--- src/rtl/bus_host_arbiter_pkg.sv ---
// Shared types and defaults for the bus host arbiter slice.
package bus_arb_pkg;

    localparam int NrHostsDefault        = 2;
    localparam int MaxOutstandingDefault = 2;

    // Index width for n hosts, never narrower than one bit.
    function automatic int idx_width(int n);
        return (n > 1) ? $clog2(n) : 1;
    endfunction

    typedef logic [$clog2(NrHostsDefault)-1:0] host_idx_t;

endpackage

--- src/rtl/bus_host_arbiter_if.sv ---
// Host-side and device-side req/gnt/rvalid bundle around the bus host arbiter.
interface bus_host_arbiter_if #(
    parameter int NrHosts      = 2,
    parameter int DataWidth    = 32,
    parameter int AddressWidth = 32
);
    logic                      host_req_i    [NrHosts];
    logic                      host_gnt_o    [NrHosts];
    logic [AddressWidth-1:0]   host_addr_i   [NrHosts];
    logic                      host_we_i     [NrHosts];
    logic [DataWidth/8-1:0]    host_be_i     [NrHosts];
    logic [DataWidth-1:0]      host_wdata_i  [NrHosts];
    logic                      host_rvalid_o [NrHosts];
    logic [DataWidth-1:0]      host_rdata_o  [NrHosts];
    logic                      host_err_o    [NrHosts];

    logic                      dev_req_o;
    logic                      dev_gnt_i;
    logic [AddressWidth-1:0]   dev_addr_o;
    logic                      dev_we_o;
    logic [DataWidth/8-1:0]    dev_be_o;
    logic [DataWidth-1:0]      dev_wdata_o;
    logic                      dev_rvalid_i;
    logic [DataWidth-1:0]      dev_rdata_i;
    logic                      dev_err_i;

    // Arbiter view: serves the hosts, drives the device.
    modport slave (
        input  host_req_i, host_addr_i, host_we_i, host_be_i, host_wdata_i,
        output host_gnt_o, host_rvalid_o, host_rdata_o, host_err_o,
        output dev_req_o, dev_addr_o, dev_we_o, dev_be_o, dev_wdata_o,
        input  dev_gnt_i, dev_rvalid_i, dev_rdata_i, dev_err_i
    );

    // Environment view: the hosts plus the downstream device.
    modport master (
        output host_req_i, host_addr_i, host_we_i, host_be_i, host_wdata_i,
        input  host_gnt_o, host_rvalid_o, host_rdata_o, host_err_o,
        input  dev_req_o, dev_addr_o, dev_we_o, dev_be_o, dev_wdata_o,
        output dev_gnt_i, dev_rvalid_i, dev_rdata_i, dev_err_i
    );

endinterface

--- src/rtl/bus_host_arbiter_id_fifo.sv ---
// In-order FIFO of host IDs for outstanding transactions; head is the owner of the next response.
module arb_id_fifo #(
    parameter int Depth = 2,
    parameter int Width = 1
) (
    input  logic             clk_i,
    input  logic             rst_ni,
    input  logic             push_i,
    input  logic [Width-1:0] data_i,
    input  logic             pop_i,
    output logic             full_o,
    output logic             empty_o,
    output logic [Width-1:0] head_o
);
    localparam int PtrW = (Depth > 1) ? $clog2(Depth) : 1;
    localparam int CntW = $clog2(Depth) + 1;

    logic [Width-1:0] mem_q [Depth];
    logic [PtrW-1:0]  wr_ptr_q;
    logic [PtrW-1:0]  rd_ptr_q;
    logic [CntW-1:0]  count_q;
    logic             do_push;
    logic             do_pop;

    function automatic logic [PtrW-1:0] ptr_inc(logic [PtrW-1:0] p);
        return (p == PtrW'(Depth - 1)) ? '0 : p + PtrW'(1);
    endfunction

    assign full_o  = (count_q == CntW'(Depth));
    assign empty_o = (count_q == '0);
    assign do_push = push_i && !full_o;
    assign do_pop  = pop_i && !empty_o;
    assign head_o  = mem_q[rd_ptr_q];

    always_ff @(posedge clk_i or negedge rst_ni) begin
        if (!rst_ni) begin
            wr_ptr_q <= '0;
            rd_ptr_q <= '0;
            count_q  <= '0;
        end else begin
            if (do_push) wr_ptr_q <= ptr_inc(wr_ptr_q);
            if (do_pop)  rd_ptr_q <= ptr_inc(rd_ptr_q);
            if (do_push && !do_pop)      count_q <= count_q + CntW'(1);
            else if (!do_push && do_pop) count_q <= count_q - CntW'(1);
        end
    end

    always_ff @(posedge clk_i) begin
        if (do_push) mem_q[wr_ptr_q] <= data_i;
    end

endmodule

--- src/rtl/bus_host_arbiter.sv ---
// Round-robin arbiter sharing one device request port between bus hosts, with in-order response routing.
// Define BUS_ARB_FIXED_PRIO_EN for fixed priority (host 0 highest) instead of round-robin.
module bus_host_arbiter
    import bus_arb_pkg::*;
#(
    parameter int NrHosts        = NrHostsDefault,
    parameter int DataWidth      = 32,
    parameter int AddressWidth   = 32,
    parameter int MaxOutstanding = MaxOutstandingDefault
) (
    input  logic              clk_i,
    input  logic              rst_ni,
    bus_host_arbiter_if.slave bus,
    output logic              spurious_o
);
    localparam int IdxW = idx_width(NrHosts);
    typedef logic [IdxW-1:0] idx_t;

    idx_t rr_ptr;
    idx_t lock_idx_q;
    idx_t win_idx;
    idx_t head_id;
    logic lock_valid_q;
    logic win_valid;
    logic accept;
    logic pop;
    logic fifo_full;
    logic fifo_empty;
    logic spurious_q;

    function automatic idx_t next_idx(idx_t base, int ofs);
        int sum;
        sum = int'(base) + ofs;
        if (sum >= NrHosts) sum = sum - NrHosts;
        return idx_t'(sum);
    endfunction

    // A stalled request keeps its host until accepted, unless that host withdraws.
    always_comb begin
        win_valid = 1'b0;
        win_idx   = '0;
        if (rst_ni && !fifo_full) begin
            if (lock_valid_q && bus.host_req_i[lock_idx_q]) begin
                win_valid = 1'b1;
                win_idx   = lock_idx_q;
            end else begin
                for (int k = 0; k < NrHosts; k++) begin
                    if (!win_valid && bus.host_req_i[next_idx(rr_ptr, k)]) begin
                        win_valid = 1'b1;
                        win_idx   = next_idx(rr_ptr, k);
                    end
                end
            end
        end
    end

    assign accept          = win_valid && bus.dev_gnt_i;
    assign pop             = bus.dev_rvalid_i && !fifo_empty;
    assign bus.dev_req_o   = win_valid;
    assign bus.dev_addr_o  = win_valid ? bus.host_addr_i[win_idx]  : '0;
    assign bus.dev_we_o    = win_valid ? bus.host_we_i[win_idx]    : 1'b0;
    assign bus.dev_be_o    = win_valid ? bus.host_be_i[win_idx]    : '0;
    assign bus.dev_wdata_o = win_valid ? bus.host_wdata_i[win_idx] : '0;
    assign spurious_o      = spurious_q;

    for (genvar i = 0; i < NrHosts; i++) begin : g_host
        assign bus.host_gnt_o[i]    = accept && (win_idx == idx_t'(i));
        assign bus.host_rvalid_o[i] = pop && (head_id == idx_t'(i));
        assign bus.host_err_o[i]    = pop && (head_id == idx_t'(i)) && bus.dev_err_i;
        assign bus.host_rdata_o[i]  = bus.dev_rdata_i;
    end

`ifdef BUS_ARB_FIXED_PRIO_EN
    assign rr_ptr = '0;
`else
    always_ff @(posedge clk_i or negedge rst_ni) begin
        if (!rst_ni)     rr_ptr <= '0;
        else if (accept) rr_ptr <= next_idx(win_idx, 1);
    end
`endif

    always_ff @(posedge clk_i or negedge rst_ni) begin
        if (!rst_ni) begin
            lock_valid_q <= 1'b0;
            lock_idx_q   <= '0;
            spurious_q   <= 1'b0;
        end else begin
            lock_valid_q <= win_valid && !bus.dev_gnt_i;
            if (win_valid) lock_idx_q <= win_idx;
            if (bus.dev_rvalid_i && fifo_empty) spurious_q <= 1'b1;
        end
    end

    arb_id_fifo #(
        .Depth (MaxOutstanding),
        .Width (IdxW)
    ) u_id_fifo (
        .clk_i   (clk_i),
        .rst_ni  (rst_ni),
        .push_i  (accept),
        .data_i  (win_idx),
        .pop_i   (pop),
        .full_o  (fifo_full),
        .empty_o (fifo_empty),
        .head_o  (head_id)
    );

endmodule

--- src/flat_wrapper.sv ---
// flat-port wrapper written by rule: the top's interface ports become plain ports
module bus_host_arbiter_flat import bus_arb_pkg::*;
#(
    parameter int NrHosts        = NrHostsDefault,
    parameter int DataWidth      = 32,
    parameter int AddressWidth   = 32,
    parameter int MaxOutstanding = MaxOutstandingDefault
)
  (clk_i, rst_ni, spurious_o, bus_host_req_i, bus_host_addr_i, bus_host_we_i, bus_host_be_i, bus_host_wdata_i, bus_host_gnt_o, bus_host_rvalid_o, bus_host_rdata_o, bus_host_err_o, bus_dev_req_o, bus_dev_addr_o, bus_dev_we_o, bus_dev_be_o, bus_dev_wdata_o, bus_dev_gnt_i, bus_dev_rvalid_i, bus_dev_rdata_i, bus_dev_err_i);
  bus_host_arbiter_if #(.NrHosts(NrHosts), .DataWidth(DataWidth), .AddressWidth(AddressWidth)) bus_i ();
  input  logic clk_i;
  input  logic rst_ni;
  output logic spurious_o;
  input wire logic [$bits(bus_i.host_req_i)-1:0] bus_host_req_i;
  input wire logic [$bits(bus_i.host_addr_i)-1:0] bus_host_addr_i;
  input wire logic [$bits(bus_i.host_we_i)-1:0] bus_host_we_i;
  input wire logic [$bits(bus_i.host_be_i)-1:0] bus_host_be_i;
  input wire logic [$bits(bus_i.host_wdata_i)-1:0] bus_host_wdata_i;
  output wire logic [$bits(bus_i.host_gnt_o)-1:0] bus_host_gnt_o;
  output wire logic [$bits(bus_i.host_rvalid_o)-1:0] bus_host_rvalid_o;
  output wire logic [$bits(bus_i.host_rdata_o)-1:0] bus_host_rdata_o;
  output wire logic [$bits(bus_i.host_err_o)-1:0] bus_host_err_o;
  output wire logic [$bits(bus_i.dev_req_o)-1:0] bus_dev_req_o;
  output wire logic [$bits(bus_i.dev_addr_o)-1:0] bus_dev_addr_o;
  output wire logic [$bits(bus_i.dev_we_o)-1:0] bus_dev_we_o;
  output wire logic [$bits(bus_i.dev_be_o)-1:0] bus_dev_be_o;
  output wire logic [$bits(bus_i.dev_wdata_o)-1:0] bus_dev_wdata_o;
  input wire logic [$bits(bus_i.dev_gnt_i)-1:0] bus_dev_gnt_i;
  input wire logic [$bits(bus_i.dev_rvalid_i)-1:0] bus_dev_rvalid_i;
  input wire logic [$bits(bus_i.dev_rdata_i)-1:0] bus_dev_rdata_i;
  input wire logic [$bits(bus_i.dev_err_i)-1:0] bus_dev_err_i;
  assign bus_i.host_req_i = {>>{bus_host_req_i}};
  assign bus_i.host_addr_i = {>>{bus_host_addr_i}};
  assign bus_i.host_we_i = {>>{bus_host_we_i}};
  assign bus_i.host_be_i = {>>{bus_host_be_i}};
  assign bus_i.host_wdata_i = {>>{bus_host_wdata_i}};
  assign bus_host_gnt_o = {>>{bus_i.host_gnt_o}};
  assign bus_host_rvalid_o = {>>{bus_i.host_rvalid_o}};
  assign bus_host_rdata_o = {>>{bus_i.host_rdata_o}};
  assign bus_host_err_o = {>>{bus_i.host_err_o}};
  assign bus_dev_req_o = bus_i.dev_req_o;
  assign bus_dev_addr_o = bus_i.dev_addr_o;
  assign bus_dev_we_o = bus_i.dev_we_o;
  assign bus_dev_be_o = bus_i.dev_be_o;
  assign bus_dev_wdata_o = bus_i.dev_wdata_o;
  assign bus_i.dev_gnt_i = bus_dev_gnt_i;
  assign bus_i.dev_rvalid_i = bus_dev_rvalid_i;
  assign bus_i.dev_rdata_i = bus_dev_rdata_i;
  assign bus_i.dev_err_i = bus_dev_err_i;
  bus_host_arbiter #(.NrHosts(NrHosts), .DataWidth(DataWidth), .AddressWidth(AddressWidth), .MaxOutstanding(MaxOutstanding)) u_core (.clk_i(clk_i), .rst_ni(rst_ni), .bus(bus_i), .spurious_o(spurious_o));
endmodule
--- config.mk ---
export PLATFORM = sky130hd
export DESIGN_NAME = bus_host_arbiter_flat
export DESIGN_NICKNAME = d
export VERILOG_FILES = /design/src/rtl/bus_host_arbiter_pkg.sv /design/src/rtl/bus_host_arbiter_if.sv /design/src/rtl/bus_host_arbiter_id_fifo.sv /design/src/rtl/bus_host_arbiter.sv /design/src/flat_wrapper.sv
export SDC_FILE = /design/constraint.sdc
export NUM_CORES = 1
export LEC_CHECK = 0
export CORE_AREA = 3 3 124 126
export DETAILED_ROUTE_END_ITERATION = 7
export DIE_AREA = 0 0 127 129
export HOLD_SLACK_MARGIN = 0.06
export SKIP_LAST_GASP = 1
export SYNTH_ARGS = -nofsm -noshare
export SYNTH_HDL_FRONTEND = slang
export SYNTH_SLANG_ARGS = --single-unit
--- constraint.sdc ---
create_clock -name clk_i -period 2.1 [get_ports clk_i]
set_clock_uncertainty 0.05 [all_clocks]
set_input_delay 0.42 -clock clk_i [delete_from_list [all_inputs] [get_ports clk_i]]
set_output_delay 0.42 -clock clk_i [all_outputs]
set_load 0.05 [all_outputs]
Yosys cells after proc, flatten, opt, wreduce, memory -nomap -nowiden
Memory sizes are Yosys's and may differ from the RTL's.
Cells that the tools add are included.
W data, S select, Z words.
{ "op_classes": {"n_bitwise": 6, "muxes": 48, "eq_ne": 1, "reduce_logical": 25, "add_sub_neg": 9, "order_cmp": 7} }
{ "ops": {"columns": ["operator", "count"], "rows": [
  ["$mux W32", 8],
  ["$mux W1", 34],
  ["$logic_and A1 B1 Y1", 17],
  ["$mux W4", 4],
  ["$ge A2 B2 Y1 const B", 6],
  ["$not A1 Y2", 4],
  ["$logic_not A1 Y1", 6],
  ["$add A1 B1 Y2 const B", 2],
  ["$mux W2", 2],
  ["$sub A1 B1 Y1 const B", 3],
  ["$add A1 B1 Y1 const B", 2],
  ["$add A2 B1 Y2 const B", 1],
  ["$eq A2 B2 Y1 const B", 1],
  ["$ge A1 B2 Y1 const B", 1],
  ["$logic_not A2 Y1", 1],
  ["$not A1 Y1", 2],
  ["$reduce_bool A2 Y1", 1],
  ["$sub A2 B1 Y2 const B", 1]
]} }
{ "totals": {"regBits": 8, "mem_count": 1, "out_inout_bits": 141, "in_bits": 177, "mem_bits_rw": 2, "wordCells": 104} }
{ "memory_table": {"columns": ["name", "depth", "width", "rd", "rd_clocked_by_memory_dff", "wr", "line_no", "text"], "rows": [
  ["u_core.u_id_fifo.mem_q", 2, 1, 1, 0, 1, "bus_host_arbiter_id_fifo.sv:18", "logic [Width-1:0] mem_q [Depth];"]
]} }

Longest topological paths before layout
Gate-level depths: netlist (run 1).
{ "depth": {"word_depth": 25, "depth_mapped": 8, "mapped_depth_nobuf": 7} }

Modules after synthesis
Synthesis (run 1) repeated with hierarchy kept, for this count alone.
{ "hier_totals": {"cells_unflattened": 517, "area_unflattened_um2": 3384.5} }
{ "by_module_without_submodules": {"columns": ["mod", "seq_area_each_um2", "cells_per_inst", "area_each_um2", "n_inst"], "rows": [
  ["bus_host_arbiter", 100.1, 495, 3116.7, 1],
  ["arb_id_fifo", 160.2, 22, 267.8, 1]
]} }

Worst setup path after synthesis (run 1)
OpenSTA, ideal clock, no wires.
{ "synth_path": {"path_type": "input port to output port", "start": "input bus_host_req_i[0]", "end": "output bus_host_gnt_o[0]", "path_buffers": 3, "t_required_ns": 1.630, "cell_stages": 5, "arrival_time_ns": 2.099, "path_slack_ns": -0.469, "path_cell_list": "buf_2 > buf_4 > buf_2 > o21ai_1 > nor3_1"} }
{ "synth_via": {"elab_chain_len": 13, "word_cells_on_any_way": 24} }
{ "synth_lines": {"columns": ["element", "line_no", "text"], "rows": [
  ["from (decl)", "flat_wrapper.sv:14", "input wire logic [$bits(bus_i.host_req_i)-1:0] bus_host_req_i;"],
  ["$mux W1 (implied by the code) (3 in series)", "bus_host_arbiter.sv:48", "if (!win_valid && bus.host_req_i[next_idx(rr_ptr, k)]) begin"],
  ["$mux W1", "bus_host_arbiter.sv:48", null],
  ["$mux W1", "bus_host_arbiter.sv:43", "if (lock_valid_q && bus.host_req_i[lock_idx_q]) begin"],
  ["$mux W1", "bus_host_arbiter.sv:42", "if (rst_ni && !fifo_full) begin"],
  ["$logic_not A1 Y1", "bus_host_arbiter.sv:48", null],
  ["$logic_and A1 B1 Y1", "bus_host_arbiter.sv:48", null],
  ["$mux W1", "bus_host_arbiter.sv:48", null],
  ["$mux W1", "bus_host_arbiter.sv:43", null],
  ["$mux W1", "bus_host_arbiter.sv:42", null],
  ["$logic_and A1 B1 Y1", "bus_host_arbiter.sv:57", "assign accept = win_valid && bus.dev_gnt_i;"],
  ["$logic_and A1 B1 Y1 *", "bus_host_arbiter.sv:67", "assign bus.host_gnt_o[i] = accept && (win_idx == idx_t'(i));"],
  ["to (decl)", "flat_wrapper.sv:19", "output wire logic [$bits(bus_i.host_gnt_o)-1:0] bus_host_gnt_o;"]
]} }
Mark *: on every way between the ends. The rest lies on a longest branch, timed or not. The select of a mux whose other input is x is not followed.

Worst setup path in the final report (run 1)
{ "layout_path": {"start": "register u_core.lock_valid_q", "end": "output bus_dev_wdata_o[28]"} }
{ "layout_via": {"elab_chain_len": 8, "word_cells_on_any_way": 10} }
{ "layout_lines": {"columns": ["element", "line_no", "text"], "rows": [
  ["from (decl)", "bus_host_arbiter.sv:23", "logic lock_valid_q;"],
  ["from (signal assigned)", "bus_host_arbiter.sv:88", "lock_valid_q <= win_valid && !bus.dev_gnt_i;"],
  ["$logic_and A1 B1 Y1 *", "bus_host_arbiter.sv:43", null],
  ["$mux W1", "bus_host_arbiter.sv:43", null],
  ["$mux W1", "bus_host_arbiter.sv:42", null],
  ["$not A1 Y2 (implied by the code)", "bus_host_arbiter.sv:63", "assign bus.dev_wdata_o = win_valid ? bus.host_wdata_i[win_idx] : '0;"],
  ["$mux W32 (implied by the code) (3 in series)", "bus_host_arbiter.sv:63", null],
  ["$mux W32 *", "bus_host_arbiter.sv:63", null],
  ["to (decl)", "flat_wrapper.sv:27", "output wire logic [$bits(bus_i.dev_wdata_o)-1:0] bus_dev_wdata_o;"]
]} }
Marked as above.

==> out/metrics.cfg, run 1 <==
[critical_path]
worst-endpoint-required_ps = 1630
startpoint = u_core.lock_valid_q
crit_path_start_kind = flop
ff2ff_path_depth = 7
crit_arrival_ps = 1790
r2r-start = u_core.u_id_fifo.count_q[0]
crit_path_end_kind = output port
crit_type = reg -> out
r2r_setup_slack_ps = 410
worstPathMaxFanout = 8
crit_path_end = bus_dev_wdata_o[28]
r2r_end = u_core.u_id_fifo.count_q[1]

[sta]
rsz0062_at_grt = yes
post-route-period-util = 1.08
worst_slack_ps = -159
worstMarginPinSlew_ps = 505
hold_slack_ps = 408
fmax_ghz = 0.443
setup_viol = 71
finalHoldViolations = 0
finalMaxSlewViolations = 0
fin_setup_tns_ps = -9180
slew-limit-headroom = 0.662
min_period_ps = 2260

[die]
fp.dieH_um = 129
die_x_um = 127
design.core.area_um2 = 14400
dieArea_um2 = 16400
initial_core_util = 0.234
ios = 318
rows = 44

[global_route]
track_usage = 0.151
grt_overflow_total = 0
grt_pass1_wl_um = 20600
first_global_vias = 3902
grt_start_max_net_pins = 58
antenna_found_initial = 0

[yosys]
yosysSeqAreaShare = 0.0770
ys_ff_latch = 10
synthArstFlopShare = 0.800
syn-instance-count = 513
synth_top_area_share = 0.184
synth_area_um2 = 3380
yosysWarnings = 0
synth-edff-count = 2
syn-num-nets = 691
ys.flop_type = dfrtp_1
synth_top_area_cell = a21oi_2
ys_top_cells_by_area = a21oi_2 18%, nand2_1 15%, o21a_1 15%
syn_avg_cell_area_um2 = 6.59
yosysUniqueCellTypes = 33

[route]
first_iter_violations = 173
routed_via_density = 4.76
wire_per_inst_um = 16.8
drc_errors = 0
routed-via-count = 3982
dr.pass1.iters = 4
antenna_left = 0
drt-total-wl_um = 14100

[power]
powerDensity_nw_per_um2 = 874
irDropWorstVdd_uv = 678
leakage_nw = 2.48

[final_layout]
diodes = 0
n_fill_cell = 1376
final_cell_mix = 143 x clkdlybuf4s50_1, 139 x nand2_1, 92 x buf_12
finalNonFillerCells = 836
layout.nets = 832
final_common_cell = clkdlybuf4s50_1
drive_gt1_frac = 0.317
synthToLayoutAreaGrowth_pct = 91.0
utilization = 0.448

[cts]
tritoncts = built
clk_pin_slew_ps = 40
cts_sinks = 10
cts_root_buf = clkbuf_16
cts_max_level = 1
ctsHoldBuffers = 0
clock_latency_ps = 240
cts_buffer_depth = 2
cts_buffers = 3

[placement]
placedCellCount = 821
dp_slack_ps = -66.6
numPortBuffers = 221
gp_congestion = 0.867
dp_hpwl_um = 10000

[run_status]
status = finished, violations left
violations = setup timing

[min_path]
hold_class = reg -> reg

[job]
maxCapViolations = 0

[worst min path at each step]
stage / to / cells past startpoint / from
2_1_floorplan: u_core.lock_idx_q / 0 / rst_ni
5_1_grt: u_core.spurious_o / 1 / u_core.spurious_o
3_3_place_gp: u_core.spurious_o / 1 / u_core.spurious_o
6_report: u_core.spurious_o / 1 / u_core.spurious_o
4_1_cts: u_core.spurious_o / 1 / u_core.spurious_o
3_5_place_dp: u_core.spurious_o / 1 / u_core.spurious_o
[flip-flops by register name, summed over array words and instances (netlist names)]
signal / flops
u_core.spurious_o: 1
u_core.rr_ptr: 1
u_core.lock_valid_q: 1
u_core.lock_idx_q: 1
u_core.u_id_fifo.count_q: 2
u_core.u_id_fifo.mem_q: 2
u_core.u_id_fifo.wr_ptr_q: 1
u_core.u_id_fifo.rd_ptr_q: 1
[worst max-delay path: stages (launching register included)]
cell and delay [ps]:
dfrtp_2 420, buf_12 130, mux2i_4 220, buf_6 160
clkbuf_16 160, a21oi_1 70, o21a_1 210, buf_12 150
[layout make-up]
class / instances / area (um2) / area share
clock buffer: 3 / 75.1 / 0.0116
inverter: 4 / 15.0 / 0.00233
tap: 184 / 230 / 0.0357
timing repair buffer: 254 / 3520 / 0.545
multi-input combinational: 381 / 2350 / 0.364
sequential: 10 / 263 / 0.0407
[cell usage after synthesis (all sizes together) (2+ instances only)]
| cell | instances |
|---|---|
| xnor2 | 3 |
| o21ai | 2 |
| edfxtp | 2 |
| nor2 | 8 |
| nor3 | 2 |
| clkbuf | 17 |
| xor2 | 2 |
| inv | 4 |
| dfrtp | 8 |
| a21oi | 140 |
| o21a | 69 |
| buf | 102 |
| nand2 | 139 |
| mux2i | 2 |
[per-stage QoR]
step,power (mW),cell area (um2)
2_1_floorplan,3.40,3390
3_3_place_gp,4.72,6070
3_5_place_dp,4.77,6070
4_1_cts,5.41,6300
5_1_grt,5.93,6460
6_report,5.65,6460
[timing repair]
item	4_1_cts	5_1_grt
setup buffers	5	2
gates cloned	3	4
gates resized for setup	12	17
endpoints found under the setup margin	71	72
pin swaps	16	35
[kinds of logic (layout without fill, tap and decap cells)]
group | Yosys count | count (layout) | synth area share
flops | 10 | 10 | 0.0770
buf+inv | 123 | 261 | 0.262
compound gates | 214 | 214 | 0.449
xor+xnor | 5 | 5 | 0.0130
mux | 3 | 4 | 0.0115
fa+ha+maj | 1 | 1 | 0.00370
simple gates | 157 | 157 | 0.184
[power by group]
group | internal [mW] | switching [mW]
sequential | 0.273 | 0.0884
clock | 0.246 | 0.0826
combinational | 2.31 | 2.65
[per-layer routing]
layer / routed length, um / up-vias / GRT usage
met3: 1200 / 36 / 0.0448
met4: 287 / 0 / 0.0391
met1: 5650 / 1830 / 0.185
met5: 0 / - / 0
met2: 6940 / 176 / 0.262
li1: - / 1940 / -
Note: power is estimated with default switching activity, not from simulation.
==> run 2, diff against run 1 <==
Settings changed: TNS_END_PERCENT set to 20.
==> run 2 against run 1 <==
  * Hold slack is essentially flat
  * Clock-buffer cell count stayed put
  * Combinational power is 4.2% lower
  * Sequential share of layout area rose by 0.070 points
  * Die area stayed put
  * The flow still finishes with violations (setup timing)
  * Maximum frequency shrank 0.63%
==> out/metrics.cfg, run 2 (same netlist as run 1, synthesis figures left out) <==
[route]
met1Wirelength_um = 5410
wl_met2_um = 6570
dr.pass1.iters = 4
wire_per_inst_um = 16.3
top_layer = met4
drc_errors = 0
routed-via-count = 3949
antenna_left = 0
routed_via_density = 4.75
wl_met3_um = 1230
first_iter_violations = 150
drt-total-wl_um = 13500

[cts]
cts_root_buf = clkbuf_16
cts_buffers = 3
clock_latency_ps = 230
clk_pin_slew_ps = 40
cts_max_level = 1
cts_sinks = 10
tritoncts = built
cts_buffer_depth = 2
ctsHoldBuffers = 0

[final_layout]
synthToLayoutAreaGrowth_pct = 86.9
layout.nets = 827
final_cell_mix = 143 x clkdlybuf4s50_1, 139 x nand2_1, 91 x buf_12
reg.largest.list = u_core.u_id_fifo.count_q (2), u_core.u_id_fifo.mem_q (2)
drive_gt1_frac = 0.301
utilization = 0.438
final_common_cell = clkdlybuf4s50_1
diodes = 0

[sta]
hold_slack_ps = 408
fmax_ghz = 0.440
setup_viol = 70
slew-limit-headroom = 0.662
fin_setup_tns_ps = -9370
post-route-period-util = 1.08
finalHoldViolations = 0
rsz0062_at_grt = yes
finalMaxSlewViolations = 0
worst_slack_ps = -173
min_period_ps = 2270
worstMarginPinSlew_ps = 505

[die]
initial_core_util = 0.234
dieArea_um2 = 16400
ios = 318
fp.dieH_um = 129
die_x_um = 127
design.core.area_um2 = 14400
rows = 44

[run_status]
status = finished, violations left
violations = setup timing

[global_route]
grt_start_max_net_pins = 58
first_global_vias = 3904
track_usage = 0.151
antenna_found_initial = 0
grt_pass1_wl_um = 20600
grt_overflow_total = 0

[critical_path]
crit_top_cell = buf_12
crit_path_end_kind = output port
r2r_setup_slack_ps = 410
critPathBufInv = 4
crit_path_start_kind = flop
crit_arrival_ps = 1800
cpMaxStageDelayCell = dfrtp_2
max_stage_delay_ps = 430
path_cells = buf_12, mux2i_4, buf_6, clkbuf_16, a21oi_1, o21a_1, buf_12
worst-endpoint-required_ps = 1630
worstPathMaxFanout = 8
path_delay_family = buffers and inverters
crit_type = reg -> out

[power]
leakage_nw = 2.43
powerDensity_nw_per_um2 = 860
irDropWorstVdd_uv = 681
power_mw = 5.44

[placement]
numPortBuffers = 221
dp_hpwl_um = 10000
gp_congestion = 0.867

[min_path]
hold_class = reg -> reg

[job]
maxCapViolations = 0

[run 2: cell count changes in the layout (fill, tap and decap cells not counted), moves of 2 or more]
cell       delta
a21oi_1       +3
clkbuf_16     -3
o21ai_1       +2
a21oi_4       -2
[run 2: path summary, 6_finish.rpt]
check,start,to,cells past startpoint
hold reg to reg,u_core.spurious_o,u_core.spurious_o,1
setup reg to reg,u_core.u_id_fifo.count_q[0],u_core.u_id_fifo.count_q[1],7
max in group asynchronous,rst_ni,u_core.lock_valid_q,2
hold / removal,u_core.spurious_o,u_core.spurious_o,1
setup / recovery,u_core.lock_valid_q,bus_dev_wdata_o[28],7
min in group asynchronous,rst_ni,u_core.rr_ptr,2
[run 2: through the flow]
step	worst slack, ps	instances	cell area (um2)
floorplan	-48.9	513	3390
global placement	-66.7	821	6070
detailed placement	-66.6	821	6070
CTS	-160	830	6270
global route	-251	831	6320
finish	-173	831	6320
[run 2: cell type report]
cell class	instances	area [um2]
inverters	4	15.0
fillers	1390	8110
well taps	184	230
clock buffers	3	75.1
multi-input cells	381	2300
repair buffers	249	3430
flip-flops and latches	10	262
[run 2: report_power, final]
group	total, mW	switching (mW)	internal (mW)
Sequential	0.357	0.0859	0.271
Clock	0.328	0.0818	0.246
Combinational	4.75	2.57	2.18
[run 2: worst register-to-register path, cell delays in order (launching register included)]
cell and delay (ps):
dfrtp_1 430, nand2b_2 250, nand4b_1 140, inv_1 60
ha_1 210, xor2_1 140, nor2_1 140, xor2_1 180
[run 2: timing repair]
action                                  4_1_cts  5_1_grt
buffers inserted                              3        0
cloned                                        3        1
endpoints found under the setup margin       71       73
gates resized for setup                       7        6
pin swaps                                    11       19
[run 2: routing by layer]
layer	GRT usage	up-vias
met1	0.184	1801
met2	0.262	182
met5	0	-
met4	0.0391	0
met3	0.0448	38
li1	-	1928
